==> config.mk <==
export PLATFORM = sky130hd
export DESIGN_NAME = seg_scan_ctrl
export DESIGN_NICKNAME = d
export VERILOG_FILES = /design/src/rtl/seg_scan_ctrl.sv
export SDC_FILE = /design/constraint.sdc
export NUM_CORES = 1
export LEC_CHECK = 0
export ABC_AREA = 1
export CORE_ASPECT_RATIO = 0.75
export CORE_MARGIN = 4
export CORE_UTILIZATION = 35
export DETAILED_ROUTE_END_ITERATION = 8
export GPL_ROUTABILITY_DRIVEN = 0
export GPL_TIMING_DRIVEN = 0
export PLACE_DENSITY = 0.65
export SLEW_MARGIN = 20
export SYNTH_ARGS = -nofsm -noshare
export SYNTH_HDL_FRONTEND = slang
export SYNTH_SLANG_ARGS = --single-unit
==> constraint.sdc <==
create_clock -name clk_i -period 4.1 [get_ports clk_i]
set_input_delay 0.82 -clock clk_i [delete_from_list [all_inputs] [get_ports clk_i]]
set_output_delay 0.82 -clock clk_i [all_outputs]
set_load 0.03 [all_outputs]
==> src/rtl/seg_scan_ctrl.sv <==
// seg_scan_ctrl: six-digit 7-segment scan controller (HH:MM:SS).
// A single BCD decode path is shared across all digits. Digits and blink mask
// are snapshotted once per frame. Each digit slot starts with an anti-ghosting
// blank gap, and selected digits blink for time-set mode.
// Optional feature: define SEG_SCAN_ZERO_BLANK_EN to blank a leading zero on the
// most significant digit (hours tens).
module seg_scan_ctrl #(
    parameter int NUM_DIGITS   = 6,
    parameter int SCAN_DIV     = 50000,
    parameter int BLANK_CYCLES = 16,
    parameter int BLINK_FRAMES = 256
) (
    input  logic                    clk_i,
    input  logic                    rst_i,
    input  logic                    en_i,
    input  logic [4*NUM_DIGITS-1:0] digits_i,
    input  logic [NUM_DIGITS-1:0]   blink_mask_i,
    output logic [6:0]              led_7_seg,
    output logic [NUM_DIGITS-1:0]   digit_sel_o,
    output logic                    frame_o
);

    localparam int IW = (NUM_DIGITS > 1)   ? $clog2(NUM_DIGITS)   : 1;
    localparam int CW = (SCAN_DIV > 1)     ? $clog2(SCAN_DIV)     : 1;
    localparam int FW = (BLINK_FRAMES > 1) ? $clog2(BLINK_FRAMES) : 1;

`ifdef SEG_SCAN_ZERO_BLANK_EN
    localparam bit ZERO_BLANK = 1'b1;
`else
    localparam bit ZERO_BLANK = 1'b0;
`endif

    typedef enum logic [1:0] {IDLE, BLANK, SHOW} state_t;

    state_t                         state, nxt_state;
    logic [IW-1:0]                  idx, nxt_idx;
    logic [CW-1:0]                  cnt, nxt_cnt;
    logic [FW-1:0]                  fcnt, nxt_fcnt;
    logic                           blink_ph, nxt_ph;
    logic [NUM_DIGITS-1:0][3:0]     snap_dig, nxt_dig;
    logic [NUM_DIGITS-1:0]          snap_mask, nxt_mask;
    logic                           wrap;

    logic [6:0]                     nxt_seg;
    logic [NUM_DIGITS-1:0]          nxt_sel;
    logic                           nxt_frame;
    logic [3:0]                     cur_bcd;

    // Active-low a..g on bits 6..0; non-BCD codes stay dark.
    function automatic logic [6:0] seg_decode(input logic [3:0] d);
        case (d)
            4'd0:    return 7'b0000001;
            4'd1:    return 7'b1001111;
            4'd2:    return 7'b0010010;
            4'd3:    return 7'b0000110;
            4'd4:    return 7'b1001100;
            4'd5:    return 7'b0100100;
            4'd6:    return 7'b0100000;
            4'd7:    return 7'b0001111;
            4'd8:    return 7'b0000000;
            4'd9:    return 7'b0000100;
            default: return 7'b1111111;
        endcase
    endfunction

    // State, datapath and registered outputs; outputs are computed from the
    // next state so select and segments change on the same edge as the state.
    always_ff @(posedge clk_i) begin
        if (rst_i) begin
            state       <= IDLE;
            idx         <= '0;
            cnt         <= '0;
            fcnt        <= '0;
            blink_ph    <= 1'b0;
            snap_dig    <= '0;
            snap_mask   <= '0;
            led_7_seg   <= 7'b1111111;
            digit_sel_o <= '1;
            frame_o     <= 1'b0;
        end else begin
            state       <= nxt_state;
            idx         <= nxt_idx;
            cnt         <= nxt_cnt;
            fcnt        <= nxt_fcnt;
            blink_ph    <= nxt_ph;
            snap_dig    <= nxt_dig;
            snap_mask   <= nxt_mask;
            led_7_seg   <= nxt_seg;
            digit_sel_o <= nxt_sel;
            frame_o     <= nxt_frame;
        end
    end

    // Next-state: slot counter spans blank gap + show; frame wrap re-snapshots
    // inputs and advances the blink frame counter. Disable parks in IDLE but
    // leaves the blink phase and frame counter alone.
    always_comb begin
        nxt_state = state;
        nxt_idx   = idx;
        nxt_cnt   = cnt;
        nxt_fcnt  = fcnt;
        nxt_ph    = blink_ph;
        nxt_dig   = snap_dig;
        nxt_mask  = snap_mask;
        wrap      = 1'b0;
        if (!en_i) begin
            nxt_state = IDLE;
            nxt_idx   = '0;
            nxt_cnt   = '0;
        end else begin
            case (state)
                IDLE: begin
                    nxt_state = BLANK;
                    nxt_idx   = '0;
                    nxt_cnt   = '0;
                    nxt_dig   = digits_i;
                    nxt_mask  = blink_mask_i;
                end
                BLANK: begin
                    nxt_cnt = cnt + 1'b1;
                    if (cnt == CW'(BLANK_CYCLES - 1))
                        nxt_state = SHOW;
                end
                SHOW: begin
                    if (cnt == CW'(SCAN_DIV - 1)) begin
                        nxt_state = BLANK;
                        nxt_cnt   = '0;
                        if (idx == IW'(NUM_DIGITS - 1)) begin
                            nxt_idx  = '0;
                            wrap     = 1'b1;
                            nxt_dig  = digits_i;
                            nxt_mask = blink_mask_i;
                            if (fcnt == FW'(BLINK_FRAMES - 1)) begin
                                nxt_fcnt = '0;
                                nxt_ph   = ~blink_ph;
                            end else begin
                                nxt_fcnt = fcnt + 1'b1;
                            end
                        end else begin
                            nxt_idx = idx + 1'b1;
                        end
                    end else begin
                        nxt_cnt = cnt + 1'b1;
                    end
                end
                default: nxt_state = IDLE;
            endcase
        end
    end

    // Output decode: everything dark except in SHOW; blink and leading-zero
    // blanking kill segments but keep the select so per-digit duty is uniform.
    always_comb begin
        nxt_seg   = 7'b1111111;
        nxt_sel   = '1;
        nxt_frame = wrap;
        cur_bcd   = nxt_dig[nxt_idx];
        if (nxt_state == SHOW) begin
            nxt_sel[nxt_idx] = 1'b0;
            nxt_seg          = seg_decode(cur_bcd);
            if (nxt_ph && nxt_mask[nxt_idx])
                nxt_seg = 7'b1111111;
            if (ZERO_BLANK && nxt_idx == IW'(NUM_DIGITS - 1) && cur_bcd == 4'd0)
                nxt_seg = 7'b1111111;
        end
    end

endmodule

==> reports/qor.txt, run 1 <==
Status -> finished, final reports clean
Placed cells -> 868
Unique cell type count in the Yosys netlist -> 43
Min-Delay Path Class -> flip-flop to flip-flop
Critical hold path startpoint -> snap_dig[19]
PortBufs -> 45
CTS tree -> yes
DRC viols -> 0
Reg2Reg Depth -> 18
Pre-antenna DRT Iters -> 6
Slew @ Worst Pin -> 0.634 ns
I/O pins -> 47
Clock Latency Late Sink -> 0.34 ns
First-pass GRT wire length -> 20200 µm
Worst R2R Setup Slack -> 1.04 ns
Pleak -> 2.49 nW
Async SR Flop Fraction -> 0%
Die W -> 140 µm
Crit start category -> flip-flop
Sequential area share after synthesis -> 32.6%
Period Utilization, post-route -> 74.6%
WHS Endpoint -> snap_dig[19]
Syn avg cell area -> 6.93 µm²
Clock sinks -> 74
Slew HR -> 57.7%
NumNets Final -> 759
Initial antenna violation count -> 0
Starting Density -> 36.5%
Wire length per cell -> 13.8 µm
Die Height -> 107 µm
R2r endpoint -> led_7_seg[6]
CTS resizes -> 0
Maximum vdd drop -> 0.209 mV
DP HPWL -> 9220 µm
Prevailing post-synth register cell -> dfxtp_1
Min Tclk post-route -> 3.06 ns
Critical Path Fanout Max -> 10
Design Power -> 1.79 mW
Yosys reg bits -> 74
Rows -> 35
Ranking of synthesized cells by area -> dfxtp_1, nand2_1, nand3_1
Vias -> 4435
Data required, critical path -> 4.32 ns
Routed Antenna Nets -> 0
Critical Path AT -> 3.28 ns
Pin count of the biggest net entering global routing -> 13
Non-filler cells in the finished layout -> 884
DR iter-0 viols -> 341
Fmax -> 327 MHz
Syn Nets -> 703
Post-synth top area share -> 32.6%
Final WS setup -> 1.04 ns
Worst Hold Depth -> 2
DP Worst Slack -> 0.771 ns
Post-synth top area cell -> dfxtp_1
Gate count of the mapped netlist -> 657
Unrepaired setup endpoints after global routing -> false
Post-Synthesis Cell Area -> 4550 µm²
Clk root buf -> clkbuf_16
Die area -> 14900 µm²
Pwr per Cell Area -> 323 nW/µm²
Final hold viol count -> 0
GRT overflow -> 0
Syn-to-layout area delta -> 21.4%
Setup crit end kind -> flip-flop
Via density -> 5.02
Setup violators final -> 0
Setup Buffers After CTS -> 0
Reg area -> 1480 µm²
Worst reg2reg path startpoint -> state[0]
Post-synth top cells -> nand2_1, nand3_1, dfxtp_1, nor2_1, inv_1
Via count of the first global-routing pass -> 4146
Area of the multi-input gates -> 2720 µm²
Max Slew Vio Count -> 0
Worst setup path class -> flip-flop to flip-flop
Number of synthesized flops with an enable pin -> 0
Share of cells above drive strength 1 -> 13.8%
Max Root-Sink Buffers -> 2
Num CTS Buffers -> 9
Clock skew -> 0.00635 ns
# fillers -> 1250
Clock-pin slew on the worst setup and hold paths -> 0.06 ns
WL final -> 12200 µm
Total Routing Usage GR -> 16.5%
H-Tree Level Count -> 3
Warning count from the yosys run -> 0
Ant diodes -> 0
Setup_tns -> 0 ns
Core footprint -> 12500 µm²
Post-CTS Hold Buffers -> 0
Most frequent cell after synthesis -> nand2_1
Max cap viols -> 0
[critical path: stages, from the launching register on]
cell and delay (ns):
dfxtp_1 0.38, inv_1 0.09, ha_1 0.27, nor2_1 0.35, nor2_4 0.10, inv_1 0.16, buf_2 0.26, nand2_1 0.10
nand3_1 0.16, nand2_1 0.08, nand2_1 0.08, nand2_2 0.09, nand2_1 0.16, inv_1 0.10, ha_1 0.19, inv_1 0.05
nand4_1 0.12, nand3_1 0.11, nand3_1 0.09
[how the worst max path moves through the flow]
| stage | from | to | slack [ns] | cells after the start |
|---|---|---|---|---|
| after detailed placement | en_i | led_7_seg[6] | 0.77 | 15 |
| after floorplan | en_i | led_7_seg[3] | 1.41 | 15 |
| final | state[0] | led_7_seg[6] | 1.04 | 18 |
| after global routing | state[0] | led_7_seg[6] | 0.78 | 18 |
| after CTS | state[0] | led_7_seg[6] | 1.06 | 18 |
| after global placement | en_i | led_7_seg[6] | 0.79 | 15 |
[where the power goes]
part | total [mW] | switching [mW] | internal [mW]
logic | 0.206 | 0.121 | 0.0849
registers | 0.750 | 0.0110 | 0.739
clock network | 0.831 | 0.311 | 0.520
total | 1.79 | 0.443 | 1.34
[per-layer routing]
metal	track usage [%]	vias to the layer above	wire length (µm)
li1	-	2244	-
met1	23.4	2026	5920
met2	25.1	155	5230
met3	4.77	10	964
met4	3.46	0	95
met5	0	-	0
[stage by stage]
stage,util (%),cell area (µm²),hold WS (ns)
after global placement,41.7,5210,0.451
after global routing,44.3,5520,0.494
after detailed placement,41.7,5210,0.466
after CTS,44.3,5520,0.474
after floorplan,-,4550,0.443
final,44.3,5520,0.473
[layout by cell type (no fill, tap or decap), types with 4 or more instances in the layout]
cell / instances
nor2_2: 4
nand2_1: 212
clkbuf_16: 9
buf_2: 5
nand3_1: 77
xor2_1: 5
clkdlybuf4s50_1: 45
nor3_1: 5
nand2_4: 8
clkbuf_1: 7
nand2_2: 10
nand3_4: 6
or2_2: 5
nand3_2: 11
a21oi_1: 38
o21ai_0: 9
nor2_8: 5
buf_4: 5
inv_1: 44
nor3b_1: 5
a211oi_1: 4
nand4_1: 10
ha_1: 13
dfxtp_1: 74
nor2_4: 4
nor2_1: 55
inv_2: 9
[cell families (layout without fill, tap and decap cells)]
logic type / Yosys count / after routing / share of synthesized area (%)
buffers and inverters: 78 / 139 / 7.62
AOI/OAI and AO/OA: 62 / 62 / 7.92
DFF: 74 / 74 / 32.6
adders and majority gates: 13 / 13 / 3.57
xor gates and xnor gates: 6 / 6 / 1.15
and+or+nand+nor: 424 / 424 / 47.2
[flip-flops by register name, indices dropped and copies added, names as in the netlist]
name / count
frame_o: 1
snap_dig: 24
state: 2
idx: 3
digit_sel_o: 6
fcnt: 8
led_7_seg: 7
blink_ph: 1
snap_mask: 6
cnt: 16
[layout make-up]
type	count	area share [%]
multi-input combinational	505	49.3
sequential	74	26.8
timing repair buffer	45	8.15
clock buffer	12	4.82
inverter	56	3.92
tap	166	3.76
buffer	22	2.36
clock inverter	4	0.883
Power figures use the tool's default switching activity.
==> run 2, diff against run 1 <==
==> constraint.sdc (replaced) <==
create_clock -name clk_i -period 3.2 [get_ports clk_i]
set_input_delay 0.64 -clock clk_i [delete_from_list [all_inputs] [get_ports clk_i]]
set_output_delay 0.64 -clock clk_i [all_outputs]
set_load 0.03 [all_outputs]
==> run 2 against run 1 <==
Die area stayed put; clock skew is 0.00067 ns higher; largest power group unchanged; count of clock-buffer cells in the layout stayed put; critical path type unchanged; combinational power is 29% higher; via count is 0.45% higher; maximum frequency is 3.0% higher; highest routed layer unchanged; critical path depth is 1 higher; utilization is 0.13 points higher; sequential cell count stayed put; hold slack hardly changed.
==> reports/qor.txt, run 2 (synthesis results as in run 1) <==
Vias -> 4455 (+0.45%)
Unrepaired setup endpoints after global routing -> false
Max Root-Sink Buffers -> 2 (unchanged)
Maximum vdd drop -> 0.268 mV (+28%)
NumNets Final -> 760 (+0.13%)
Setup violators final -> 0 (unchanged)
Status -> finished, final reports clean
Most common cell after layout, fill and taps aside -> nand2_1
Clock Latency Late Sink -> 0.34 ns (about the same)
Rows -> 35 (unchanged)
Reg area -> 1480 µm² (unchanged)
Period Utilization, post-route -> 92.8% (+18 points)
# fillers -> 1250 (unchanged)
CP cell instances -> ha_1, nand3_2, nor2_4, nand2_4, nand2_1, nand3_2, nand2_4, inv_2, nand3_1, nand2_1, nand2_1, nand2_2, nand2_1, inv_1, ha_1, inv_1, nand4_1, nand3_1, nand3_1
First-pass GRT wire length -> 20200 µm (unchanged)
PortBufs -> 45 (unchanged)
Max cap viols -> 0 (unchanged)
Largest register FFs -> 24 (unchanged)
CP most frequent cell -> nand2_1
Routed Antenna Nets -> 0 (unchanged)
Design Power -> 2.29 mW (+28%)
Final WS setup -> 0.230 ns (-0.810 ns)
DP Worst Slack -> 0.0512 ns (-0.720 ns)
Clk root buf -> clkbuf_16
Via count of the first global-routing pass -> 4146 (unchanged)
WL final -> 12200 µm (unchanged)
Setup_tns -> 0 ns (unchanged)
Num CTS Buffers -> 9 (unchanged)
CTS tree -> yes
Max Slew Vio Count -> 0 (unchanged)
Slew @ Worst Pin -> 0.606 ns (-0.0285 ns)
Crit start category -> flip-flop
Pin count of the biggest net entering global routing -> 13 (unchanged)
Die Height -> 107 µm (unchanged)
Via density -> 5.03 (+0.34%)
DRC viols -> 0 (unchanged)
H-Tree Level Count -> 3 (unchanged)
DP HPWL -> 9220 µm (unchanged)
Pwr per Cell Area -> 413 nW/µm² (+28%)
Slowest stage delay, CP -> 0.36 ns (-0.02 ns)
Starting Density -> 36.5% (unchanged)
Leading cell types in the layout, fill and taps excluded -> nand2_1, nand3_1, dfxtp_1
Core footprint -> 12500 µm² (unchanged)
Critical Path AT -> 3.19 ns (-0.09 ns)
Clock sinks -> 74 (unchanged)
Top flop regs -> snap_dig x24, cnt x16, fcnt x8
Die area -> 14900 µm² (unchanged)
Min-Delay Path Class -> flip-flop to flip-flop
I/O pins -> 47 (unchanged)
Share of cells above drive strength 1 -> 14.3% (+0.54 points)
Syn-to-layout area delta -> 21.7%
Pre-antenna DRT Iters -> 5 (-1)
Slowest stage cell, crit path -> dfxtp_1
Data required, critical path -> 3.42 ns (-0.90 ns)
Worst setup path class -> flip-flop to flip-flop
Final hold viol count -> 0 (unchanged)
Worst R2R Setup Slack -> 0.23 ns (-0.81 ns)
Clock-pin slew on the worst setup and hold paths -> 0.06 ns (about the same)
Slew HR -> 59.6% (+1.9 points)
Die W -> 140 µm (unchanged)
Clock skew -> 0.00702 ns (+0.000670 ns)
Wire length per cell -> 13.8 µm (-0.11%)
Fmax -> 337 MHz (+3.0%)
Setup crit end kind -> flip-flop
GRT overflow -> 0 (unchanged)
Buffers plus inverters on the worst setup path -> 3 (-2)
Critical Path Fanout Max -> 7 (-3)
Min Tclk post-route -> 2.97 ns (-0.0903 ns)
Area of the multi-input gates -> 2730 µm² (+0.28%)
Largest Register -> snap_dig
Pleak -> 2.50 nW (+0.29%)
Total Routing Usage GR -> 16.5% (unchanged)
Top delay family on crit path -> simple AND/OR/NAND/NOR gates
Ant diodes -> 0 (unchanged)
Initial antenna violation count -> 0 (unchanged)
DR iter-0 viols -> 328 (-3.8%)
Fin Hold WS -> 0.473 ns (+0.000116 ns)
## run 2: worst paths after layout
kind | end | depth (start not counted) | start
worst min register to register | snap_dig[19] | 2 | snap_dig[19]
worst max register to register | led_7_seg[6] | 19 | cnt[0]
worst max-delay path | led_7_seg[6] | 19 | cnt[0]
worst min-delay path | snap_dig[19] | 2 | snap_dig[19]
## run 2: what timing repair did
action	4_1_cts	5_1_grt
resized for setup	0	5
setup buffers	0	1
hold buffers	0	0
setup endpoints to repair	0	2
## run 2: worst min-delay path: cells and delay by family (launching register included)
kind            cells  cell delay, ns
compound gates      1            0.06
simple gates        1            0.07
flops               1            0.29
## run 2: report_power, final
part / leakage, nW / internal [mW] / switching (mW)
logic: 1.74 / 0.110 / 0.155
clock network: 0.159 / 0.666 / 0.398
registers: 0.602 / 0.946 / 0.0139
## run 2: area by class of cell
type | count | share of cell area (%)
timing repair buffer | 46 | 8.27
buffer | 22 | 2.37
sequential | 74 | 26.7
clock buffer | 12 | 4.81
clock inverter | 4 | 0.881
multi-input combinational | 505 | 49.3
inverter | 56 | 3.91
tap | 166 | 3.75
## run 2: layer usage
metal | up-vias | GRT usage, % | part of all wire [%]
met4 | 0 | 3.46 | 1.2
met1 | 2033 | 23.4 | 49
li1 | 2248 | - | -
met3 | 13 | 4.77 | 7.2
met5 | - | 0 | 0
met2 | 161 | 25.1 | 43
## run 2: per-stage QoR
| stage | utilization, % | area (µm²) | std cells |
|---|---|---|---|
| after CTS | 44.3 | 5520 | 884 |
| after detailed placement | 41.7 | 5210 | 868 |
| after global placement | 41.7 | 5210 | 868 |
| after floorplan | - | 4550 | 657 |
| final | 44.4 | 5540 | 885 |
| after global routing | 44.4 | 5540 | 885 |
==> run 3, diff against run 2 <==
--- a/config.mk
+++ b/config.mk
@@ -7,7 +7,7 @@
 export LEC_CHECK = 0
 export ABC_AREA = 1
 export CORE_ASPECT_RATIO = 0.75
-export CORE_MARGIN = 4
+export CORE_MARGIN = 8
 export CORE_UTILIZATION = 35
 export DETAILED_ROUTE_END_ITERATION = 8
 export GPL_ROUTABILITY_DRIVEN = 0
==> run 3 against run 2 <==
Via count is 4.9% lower; global-route usage is 1.8 points lower; first-iteration DRC count is 5.5% higher; die area is 14% higher; power is 2.5% lower; combinational power is 2% lower; critical path depth is 1 higher; final area hardly changed; final cell count is 0.56% higher; non-clock buffer count is 1 higher; sequential power hardly changed; clock power is 5% lower; largest power group unchanged; highest routed layer unchanged.
==> reports/qor.txt, run 3 (synthesis results as in run 1) <==
Largest Register -> snap_dig
Gr busiest metal -> met1
Num CTS Buffers -> 9 (unchanged)
Final hold viol count -> 0 (unchanged)
NumNets Final -> 761 (+0.13%)
WL final -> 11800 µm (-2.9%)
Via density -> 4.76 (-5.5%)
Ant diodes -> 0 (unchanged)
Max Slew Vio Count -> 0 (unchanged)
GRT overflow -> 0 (unchanged)
Total Routing Usage GR -> 14.7% (-1.8 points)
Setup_tns -> 0 ns (unchanged)
First-pass GRT wire length -> 20000 µm (-0.71%)
Met1 Usage GRT -> 21.8% (-1.6 points)
Routing usage on met2 -> 20.5% (-4.6 points)
Setup crit end kind -> flip-flop
Period Utilization, post-route -> 89.8% (-3.0 points)
Met3 usage -> 2.95% (-1.8 points)
Starting Density -> 35.4% (-1.0 points)
Data required, critical path -> 3.42 ns (about the same)
Min Tclk post-route -> 2.87 ns (-0.0972 ns)
Worst setup path class -> flip-flop to flip-flop
Vias -> 4236 (-4.9%)
Die Height -> 115 µm (+7.5%)
Clock Latency Late Sink -> 0.34 ns (about the same)
Core footprint -> 12800 µm² (+2.9%)
Clock sinks -> 74 (unchanged)
Critical hold path startpoint -> snap_dig[13]
Rows -> 36 (+2.9%)
Most common cell after layout, fill and taps aside -> nand2_1
DRC viols -> 0 (unchanged)
Routed Antenna Nets -> 0 (unchanged)
Share of cells above drive strength 1 -> 14.7% (+0.42 points)
Max Root-Sink Buffers -> 2 (unchanged)
Critical Path AT -> 3.09 ns (-0.10 ns)
Clk root buf -> clkbuf_16
Worst R2R Setup Slack -> 0.33 ns (+0.10 ns)
Wire length per cell -> 13.3 µm (-3.5%)
Status -> finished, final reports clean
Initial antenna violation count -> 0 (unchanged)
Pwr per Cell Area -> 403 nW/µm² (-2.5%)
Fmax -> 348 MHz (+3.4%)
DP HPWL -> 9000 µm (-2.4%)
Via count of the first global-routing pass -> 3936 (-5.1%)
Largest register FFs -> 24 (unchanged)
Top flop regs -> snap_dig x24, cnt x16, fcnt x8
Pleak -> 2.48 nW (-0.69%)
Area of the multi-input gates -> 2740 µm² (+0.18%)
Setup violators final -> 0 (unchanged)
Pin count of the biggest net entering global routing -> 13 (unchanged)
Crit start category -> flip-flop
Syn-to-layout area delta -> 21.8% (about the same)
Post-CTS Hold Buffers -> 0 (unchanged)
Slew @ Worst Pin -> 0.593 ns (-0.0131 ns)
DR iter-0 viols -> 346 (+5.5%)
Leading cell types in the layout, fill and taps excluded -> nand2_1, nand3_1, dfxtp_1
H-Tree Level Count -> 3 (unchanged)
I/O pins -> 47 (unchanged)
Worst reg2reg path startpoint -> cnt[0]
Clock skew -> 0.00927 ns (+0.00224 ns)
Critical Path Fanout Max -> 10 (+3)
Max cap viols -> 0 (unchanged)
Die area -> 16900 µm² (+14%)
Clock-pin slew on the worst setup and hold paths -> 0.06 ns (about the same)
CTS tree -> yes
Finished Cell Area -> 5540 µm² (about the same)
Placed Area -> 5220 µm² (+0.12%)
# fillers -> 1311 (+4.9%)
Min-Delay Path Class -> flip-flop to flip-flop
PortBufs -> 45 (unchanged)
Maximum vdd drop -> 0.228 mV (-15%)
CP startpoint -> cnt[0]
Pre-antenna DRT Iters -> 4 (-1)
Die W -> 148 µm (+5.7%)
Reg area -> 1480 µm² (about the same)
Slew HR -> 60.5% (+0.87 points)
Unrepaired setup endpoints after global routing -> false
==> run 3: changes by cell type in the layout (fill, tap and decap cells not counted) <==
cell,previous run,this run
clkbuf_8,3,1
clkinvlp_4,0,2
ha_1,13,11
ha_2,0,2
buf_2,5,4
buf_4,6,7
clkbuf_4,0,1
clkinv_4,1,0
dfxtp_1,74,73
dfxtp_2,0,1
==> run 3: timing repair <==
item | 4_1_cts | 5_1_grt
gates resized for setup | 0 | 9
setup buffers | 0 | 2
endpoints found under the setup margin | 0 | 3
==> run 3: per-stage QoR <==
step           util, %  std cells  total power, mW  setup slack, ns  hold WS [ns]
4_1_cts           42.9        888             2.25            0.213         0.471
3_3_place_gp      40.6        873             1.24           0.0500         0.459
5_1_grt           43.2        890             2.33           0.0445         0.487
3_5_place_dp      40.6        873             1.24           0.0798         0.463
2_1_floorplan        -        657             1.15            0.687         0.443
6_report          43.2        890             2.23            0.328         0.470
==> run 3: area by class of cell <==
cell class | instances | share of cell area (%)
multi-input cells | 505 | 49.4
flip-flops and latches | 74 | 26.8
repair buffers | 47 | 8.40
clock buffers | 10 | 4.31
inverters | 56 | 3.91
well taps | 171 | 3.86
plain buffers | 22 | 2.42
clock inverters | 5 | 0.993
==> run 3: worst max-delay path, stage by stage, from the launching register on <==
cell,delay [ns]
dfxtp_1,0.37
ha_2,0.25
nand3_2,0.15
nor2_4,0.23
nand2_4,0.13
buf_6,0.16
nand2_1,0.06
nand2_1,0.05
nand2_1,0.05
o21ai_0,0.07
nand2_1,0.08
nand3_1,0.09
nand3_1,0.16
nand2_1,0.12
nor2_4,0.17
inv_1,0.08
ha_1,0.19
inv_1,0.06
nand4_1,0.11
nand3_1,0.10
nand3_1,0.07
==> run 3: per-layer routing <==
metal,up-vias,wire length [µm]
li1,2251,-
met4,0,153
met1,1862,6360
met2,113,4690
met5,-,0
met3,10,647
==> run 3: worst paths after layout <==
check	end	depth (start not counted)
max	led_7_seg[3]	20
min	snap_dig[13]	2
max reg2reg	led_7_seg[3]	20
min reg2reg	snap_dig[13]	2
==> run 3: power breakdown <==
group | internal, mW | leakage (nW) | total (mW) | switching, mW
registers | 0.947 | 0.602 | 0.960 | 0.0131
logic | 0.110 | 1.74 | 0.261 | 0.151
clock network | 0.617 | 0.140 | 1.01 | 0.395
